===== src/rtl/cnn_topk_selector.sv =====
// Top-3 class selector: scans a captured logit vector one class per cycle through a
// sorted 3-entry insertion register and reports classes and Q8.8 scores, best first.
module cnn_topk_selector #(
    parameter int DATA_WIDTH  = 16,
    parameter int NUM_CLASSES = 10,
    localparam int IDX_W      = $clog2(NUM_CLASSES)
) (
    input  logic                              clk,
    input  logic                              reset,
    input  logic [NUM_CLASSES*DATA_WIDTH-1:0] logits,
    input  logic                              logits_valid,
    output logic                              busy,
    output logic                              result_valid,
    output logic                              dropped,
    output logic [3*IDX_W-1:0]                top_class,
    output logic [3*DATA_WIDTH-1:0]           top_score,
    output logic [1:0]                        state_dbg
);

    // Handshake: logits_valid is a one-cycle pulse with no back-pressure. It is accepted
    // in IDLE or DONE (data captured that cycle); in SCAN it is discarded and flagged by a
    // one-cycle dropped pulse on the following cycle. result_valid pulses for one cycle
    // and top_class/top_score hold their value until the next vector completes.

    typedef enum logic [1:0] {
        IDLE = 2'd0,
        SCAN = 2'd1,
        DONE = 2'd2
    } state_t;

    state_t state, next_state;

    logic signed [DATA_WIDTH-1:0] cap      [NUM_CLASSES];
    logic        [IDX_W-1:0]      idx;
    logic        [2:0]            slot_vld;
    logic        [IDX_W-1:0]      slot_cls [3];
    logic signed [DATA_WIDTH-1:0] slot_scr [3];

    logic        [2:0]            nxt_vld;
    logic        [IDX_W-1:0]      nxt_cls  [3];
    logic signed [DATA_WIDTH-1:0] nxt_scr  [3];

    logic                         accept;
    logic                         last_idx;
    logic signed [DATA_WIDTH-1:0] cur_score;
    logic                         ins0, ins1, ins2;

    assign accept    = logits_valid && ((state == IDLE) || (state == DONE));
    assign last_idx  = (idx == IDX_W'(NUM_CLASSES - 1));
    assign cur_score = cap[idx];

    assign busy         = (state == SCAN);
    assign result_valid = (state == DONE);
    assign state_dbg    = state;

    always_comb begin
        next_state = state;
        case (state)
            IDLE:    if (logits_valid) next_state = SCAN;
            SCAN:    if (last_idx) next_state = DONE;
            DONE:    next_state = logits_valid ? SCAN : IDLE;
            default: next_state = IDLE;
        endcase
    end

    // Strict '>' keeps an earlier (lower-index) class ahead of a later equal score.
    always_comb begin
        ins0 = !slot_vld[0] || (cur_score > slot_scr[0]);
        ins1 = !ins0 && (!slot_vld[1] || (cur_score > slot_scr[1]));
        ins2 = !ins0 && !ins1 && (!slot_vld[2] || (cur_score > slot_scr[2]));

        nxt_vld = slot_vld;
        for (int k = 0; k < 3; k++) begin
            nxt_cls[k] = slot_cls[k];
            nxt_scr[k] = slot_scr[k];
        end

        if (ins0) begin
            nxt_vld    = {slot_vld[1:0], 1'b1};
            nxt_cls[0] = idx;
            nxt_scr[0] = cur_score;
            nxt_cls[1] = slot_cls[0];
            nxt_scr[1] = slot_scr[0];
            nxt_cls[2] = slot_cls[1];
            nxt_scr[2] = slot_scr[1];
        end else if (ins1) begin
            nxt_vld    = {slot_vld[1], 1'b1, slot_vld[0]};
            nxt_cls[1] = idx;
            nxt_scr[1] = cur_score;
            nxt_cls[2] = slot_cls[1];
            nxt_scr[2] = slot_scr[1];
        end else if (ins2) begin
            nxt_vld[2] = 1'b1;
            nxt_cls[2] = idx;
            nxt_scr[2] = cur_score;
        end
    end

    always_ff @(posedge clk or posedge reset) begin
        if (reset) begin
            state     <= IDLE;
            idx       <= '0;
            dropped   <= 1'b0;
            slot_vld  <= '0;
            top_class <= '0;
            top_score <= '0;
            for (int i = 0; i < NUM_CLASSES; i++) cap[i] <= '0;
            for (int k = 0; k < 3; k++) begin
                slot_cls[k] <= '0;
                slot_scr[k] <= '0;
            end
        end else begin
            state   <= next_state;
            dropped <= (state == SCAN) && logits_valid;
            if (accept) begin
                for (int i = 0; i < NUM_CLASSES; i++)
                    cap[i] <= logits[i*DATA_WIDTH +: DATA_WIDTH];
                slot_vld <= '0;
                idx      <= '0;
            end else if (state == SCAN) begin
                slot_vld <= nxt_vld;
                for (int k = 0; k < 3; k++) begin
                    slot_cls[k] <= nxt_cls[k];
                    slot_scr[k] <= nxt_scr[k];
                end
                idx <= idx + 1'b1;
                // Results are published only as the final insertion completes.
                if (last_idx) begin
                    for (int k = 0; k < 3; k++) begin
                        top_class[k*IDX_W +: IDX_W]           <= nxt_cls[k];
                        top_score[k*DATA_WIDTH +: DATA_WIDTH] <= nxt_scr[k];
                    end
                end
            end
        end
    end

endmodule


===== config.mk =====
export PLATFORM = sky130hd
export DESIGN_NAME = cnn_topk_selector
export DESIGN_NICKNAME = d
export VERILOG_FILES = /design/src/rtl/cnn_topk_selector.sv
export SDC_FILE = /design/constraint.sdc
export NUM_CORES = 1
export LEC_CHECK = 0
export CORE_UTILIZATION = 56
export DETAILED_ROUTE_END_ITERATION = 6
export GPL_TIMING_DRIVEN = 0
export PLACE_DENSITY = 0.85
export SLEW_MARGIN = 20
export SYNTH_ARGS = -nofsm -noshare
export SYNTH_HDL_FRONTEND = slang
export SYNTH_SLANG_ARGS = --single-unit

===== constraint.sdc =====
create_clock -name clk -period 13.44 [get_ports clk]
set_clock_uncertainty 0.05 [all_clocks]
set_input_delay 1.344 -clock clk [delete_from_list [all_inputs] [get_ports clk]]
set_output_delay 1.344 -clock clk [all_outputs]
set_load 0.02 [all_outputs]

==> results of run 1 <==
==> layout by cell type, fill, tap and decap left out, types with 5 or more instances in the layout <==
master,instances
nand2_1,583
dfrtp_1,290
clkdlybuf4s50_1,227
o211ai_1,100
clkbuf_1,76
inv_1,54
a21oi_1,52
ha_1,50
nand3_1,48
mux2i_1,40
mux4_2,32
clkbuf_16,30
nor2_1,27
mux2_2,21
nand2b_1,20
buf_2,18
o221ai_1,17
o311ai_0,16
a22oi_1,15
o21ai_0,13
o21ai_1,12
nand4_1,9
buf_6,8
buf_4,7
clkbuf_8,7
clkinv_2,6
nor2b_1,5
buf_1,5
bufinv_16,5
==> per-layer routing <==
metal / vias up / wire, microns / global-route usage
met5: - / 0 / 0
met2: 804 / 22200 / 0.602
met1: 6530 / 17200 / 0.439
met3: 183 / 3920 / 0.0566
met4: 0 / 2520 / 0.180
li1: 5869 / - / -
==> cell type report <==
class	count	area, sq um	area share
clock buffers	41	862	0.0466
plain buffers	110	522	0.0282
multi-input cells	1103	6650	0.359
inverters	57	224	0.0121
repair buffers	230	2350	0.127
flip-flops and latches	290	7260	0.392
clock inverters	13	218	0.0118
well taps	330	413	0.0223
==> cells by family (layout without fill, tap and decap cells) <==
family | after synthesis | after routing | synth area share
fa+ha+maj | 50 | 50 | 0.0427
flops | 290 | 290 | 0.496
simple gates | 711 | 711 | 0.197
buf+inv | 167 | 451 | 0.0504
xor+xnor | 2 | 2 | 0.00120
compound gates | 247 | 247 | 0.120
mux | 93 | 93 | 0.0927
==> worst paths after layout <==
path                                           start                         to  slack [ns]
worst min register to register  cap[103]$_DFFE_PP0P_       cap[103]$_DFFE_PP0P_        0.42
worst min-delay path            cap[103]$_DFFE_PP0P_       cap[103]$_DFFE_PP0P_        0.42
worst max register to register    idx[1]$_DFFE_PP0P_  top_score[24]$_DFFE_PP0P_        8.57
max in group asynchronous                      reset       cap[102]$_DFFE_PP0P_       11.33
worst max-delay path              idx[1]$_DFFE_PP0P_  top_score[24]$_DFFE_PP0P_        8.57
min in group asynchronous                      reset   top_class[2]$_DFFE_PP0P_        1.17
==> through the flow <==
stage          instances  hold WS (ns)   util  cell area (sq um)  setup WS, ns
5_1_grt             2174         0.440  0.728              18500          8.23
3_3_place_gp        2117         0.404  0.682              17300         0.819
4_1_cts             2174         0.424  0.728              18500          8.55
2_1_floorplan       1560         0.390      -              14600          4.04
3_5_place_dp        2120         0.407  0.686              17400          8.57
6_report            2174         0.418  0.728              18500          8.57
==> registers in the layout (all words and copies together), names as in the netlist <==
register   count
dropped        1
slot_scr      48
slot_cls      12
top_score     48
state_dbg      2
cap          160
idx            4
top_class     12
slot_vld       3
==> worst min-delay path, cell delays in order (launching register included) <==
cell and delay, ns:
dfrtp_1 0.34, nand2_1 0.05, nand2_1 0.05
==> impl_metrics.yaml, run 1 <==
outcome:
  status: "completed"
clocking:
  clockRootBuffer: "clkbuf_16"
  cts_buffer_depth: 3
  htree_num_levels: 1
  cts_made_buffers: 30
  ctsResizeCount: 0
  worstSkewPairLatency_ns: 0.58
  clock-sinks: 290
  path_clk_slew_ns: 0.06
  cts_tree: "done"
  cts_setup_buffers: 0
  ctsHoldBuffers: 0
critical_path:
  crit_top_cell: "a21oi_1"
  cp_top_family: "compound AO/OA/AOI/OAI gates"
  cpPeakStageDelay_ns: 0.88
  crit_cells: 13
  crit_path_top_delay_cell: "o21ai_0"
  r2r_cells: 13
  worstSetupEndpointType: "flop"
  worstPathArrival_ns: 5.30
  cp_max_fo: 10
  crit_path_cell_trace: "buf_1 -> mux4_2 -> a21oi_1 -> o21ai_0 -> ha_1 -> a21oi_1 -> a211oi_1 -> a21oi_1 -> o32ai_4 -> clkbuf_1 -> nand2b_1 -> o211ai_1 -> o221ai_1"
  required_ns: 13.86
  path_buf_inv: 2
  worstSetupPathType: "flop to flop"
  startpoint_type: "flop"
logic_synthesis:
  synthTopCellsByArea: "dfrtp_1 50%, nand2_1 15%, o211ai_1 5.1%, mux4_2 4.9%, ha_1 4.3%"
  async_reset_ff_frac: 1.00
  synth_edf_count: 0
  synth_ff_type: "dfrtp_1"
  synth_area_per_cell_sq_um: 9.39
  synth.net_count: 1773
  synth.top_cell.area_share: 0.496
  ys_seq_area_frac: 0.496
  ys_ff_latch: 290
  synthTopCellsByCount: "583 x nand2_1, 290 x dfrtp_1, 100 x o211ai_1, 72 x clkbuf_1, 55 x inv_1"
  syn_inst: 1560
  synth.cell_area_sq_um: 14600
  ys_warn_count: 0
  yosys.area.top_type: "dfrtp_1"
  synth.most_common_cell: "nand2_1"
  ys_types: 55
timing:
  max_freq_ghz: 0.205
  worst_pin_slew_ns: 1.19
  finalHoldViolCount: 0
  period_needed_ns: 4.87
  min_period_over_period: 0.363
  drv_slew: 0
  fin_setup_tns_ns: 0
  setup_violations: 0
  slew_headroom: 0.200
  rsz0062_at_grt: "false"
detailed_routing:
  wl_per_cell_microns: 21.1
  drtIter0Drc: 1444
  ant_nets: 0
  drc: 0
  first_pass_iters: 7
  routed_wirelength_microns: 45900
  via_per_inst: 6.16
  dr_total_vias: 13400
layout:
  area_growth_pct: 26.3
  drive_gt1_frac: 0.0819
  antenna-diode-count: 0
  n_fill_cell: 1808
  nNetsFinal: 2035
die:
  coreArea_sq_um: 25400
  placementRows: 58
  fp.dieH_microns: 164
  die-width_microns: 164
  io_pins: 228
  dieArea_sq_um: 26800
  start_util: 0.577
placement:
  dp_hpwl_microns: 34200
  routabilityCongestion: 0.971
  io_buffers: 227
global_routing:
  grt_pass1_vias: 13900
  antenna_found_initial: 0
  grt_max_degree: 99
  grt_pass1_wl_microns: 72900
  grt-ovfl-total: 0
  grt_usage: 0.354
run:
  cap_violations: 0
worst_hold_path:
  min_path_type: "flop to flop"
  worstHoldPathCells: 2
Power of run 1 is not shown: default switching activity piles up to over one toggle a cycle in this logic, so the estimate is an artifact.
==> run 2: changes to the inputs <==
- CORE_UTILIZATION: 56 -> 49
- PLACE_DENSITY: 0.85 -> 0.79
- clock period: 13.44 -> 3.9 ns (I/O delays scaled with it)
==> impl_metrics.yaml, run 2 (synthesized netlist as in run 1, its figures left out) <==
die:
  coreArea_sq_um: 29100
  placementRows: 62
  fp.dieH_microns: 175
  die-width_microns: 175
  start_util: 0.503
  io_pins: 228
  dieArea_sq_um: 30600
timing:
  rsz0062_at_grt: "true"
  drv_slew: 0
  period_needed_ns: 4.08
  finalHoldViolCount: 0
  setup_slack_ns: -0.177
  setup_violations: 103
  max_freq_ghz: 0.245
  worst_pin_slew_ns: 0.786
  min_period_over_period: 1.05
  slew_headroom: 0.476
global_routing:
  grt_pass1_wl_microns: 76200
  grt_max_degree: 35
  grt_usage: 0.324
  grt-ovfl-total: 0
  grt_pass1_vias: 14000
  antenna_found_initial: 0
detailed_routing:
  wl_per_cell_microns: 22.7
  ant_nets: 0
  via_per_inst: 6.11
  routed_wirelength_microns: 51700
  drc: 0
  drtIter0Drc: 1520
  first_pass_iters: 6
  dr_total_vias: 13900
clocking:
  path_clk_slew_ns: 0.06
  cts_made_buffers: 31
  clockRootBuffer: "clkbuf_16"
  worstSkewPairLatency_ns: 0.59
  cts_tree: "done"
  clock-sinks: 290
  htree_num_levels: 1
  cts_buffer_depth: 3
layout:
  drive_gt1_frac: 0.179
  antenna-diode-count: 0
  layout_commonest_cell: "nand2_1"
  nNetsFinal: 2091
  top_regs: "cap (160), slot_scr (48), top_score (48)"
  top_register: "cap"
  largest_reg_flops: 160
  final_cell_mix: "580 x nand2_1, 288 x dfrtp_1, 227 x clkdlybuf4s50_1"
  design_area_sq_um: 20600
  area_growth_pct: 40.4
placement:
  dp_hpwl_microns: 35100
  place_ws_ns: -1.02
  placed_area_sq_um: 17600
  routabilityCongestion: 0.965
  io_buffers: 227
critical_path:
  worstSetupPathType: "flop to flop"
  required_ns: 4.29
  r2r_cells: 14
  r2r_start: "idx[1]$_DFFE_PP0P_"
  startpoint_type: "flop"
  r2r-end: "slot_scr[15]$_DFFE_PP0P_"
  reg2reg_slack_ns: -0.18
  worstSetupEndpointType: "flop"
  cp_max_fo: 10
  worstPathArrival_ns: 4.47
outcome:
  status: "finished with violations"
  violations: "negative setup slack"
worst_hold_path:
  min_path_type: "primary input to asynchronous set/reset pin"
run:
  cap_violations: 0
[run 2: cell types whose count changed in the layout (fill, tap and decap cells not counted), sizes merged]
| cell | delta |
|---|---|
| buf | +53 |
| clkinv | -2 |
| clkbuf | +5 |
| bufinv | -2 |
[run 2: metal layers]
layer,vias up,global-route usage,part of all wire
li1,6012,-,-
met4,0,0.170,0.058
met5,-,0,0
met3,222,0.0522,0.090
met1,6744,0.413,0.37
met2,955,0.531,0.49
[run 2: worst max-delay path by stage]
stage,from,cells past startpoint,to
3_3_place_gp,reset,2,cap[120]$_DFFE_PP0P_
2_1_floorplan,reset,1,cap[0]$_DFFE_PP0P_
6_report,idx[1]$_DFFE_PP0P_,14,slot_scr[15]$_DFFE_PP0P_
5_1_grt,idx[1]$_DFFE_PP0P_,14,top_score[37]$_DFFE_PP0P_
4_1_cts,idx[0]$_DFFE_PP0P_,14,slot_cls[4]$_DFFE_PP0P_
3_5_place_dp,idx[0]$_DFFE_PP0P_,14,top_score[25]$_DFFE_PP0P_
[run 2: per-stage QoR]
step,hold WS (ns),utilization,TNS (ns),std cells
after floorplan,0.390,-,-112.28,1560
after global placement,0.403,0.598,-759.66,2171
after detailed placement,0.409,0.605,-103.22,2180
after CTS,0.240,0.673,-0.0635,2258
after global routing,0.281,0.707,-18.16,2282
final,0.222,0.707,-7.48,2282
[run 2: worst max-delay path: stages, from the launching register on]
cell,delay [ns]
dfrtp_1,0.49
buf_2,0.37
mux4_2,0.43
a21oi_4,0.22
o21ai_4,0.14
ha_4,0.36
nand4_4,0.12
or4_4,0.61
o32ai_4,0.15
o32ai_4,0.17
buf_12,0.18
buf_12,0.14
buf_8,0.13
o211ai_1,0.22
o211ai_1,0.15
[run 2: repair_timing]
| action | CTS | global route |
|---|---|---|
| endpoints found under the hold margin | 0 | 0 |
| buffers inserted | 22 | 20 |
| gates resized for setup | 164 | 151 |
| pin swaps | 38 | 91 |
| endpoints found under the setup margin | 120 | 120 |
| gates cloned | 4 | 5 |
| hold buffers | 0 | 0 |
[run 2: final cells by class]
class | instances | area [sq um]
repair buffers | 287 | 3050
clock inverters | 9 | 135
fillers | 1972 | 8530
multi-input cells | 1103 | 7730
well taps | 384 | 480
clock buffers | 44 | 885
plain buffers | 108 | 790
flip-flops and latches | 290 | 7260
inverters | 57 | 223
Power of run 2 is left out for the same reason.
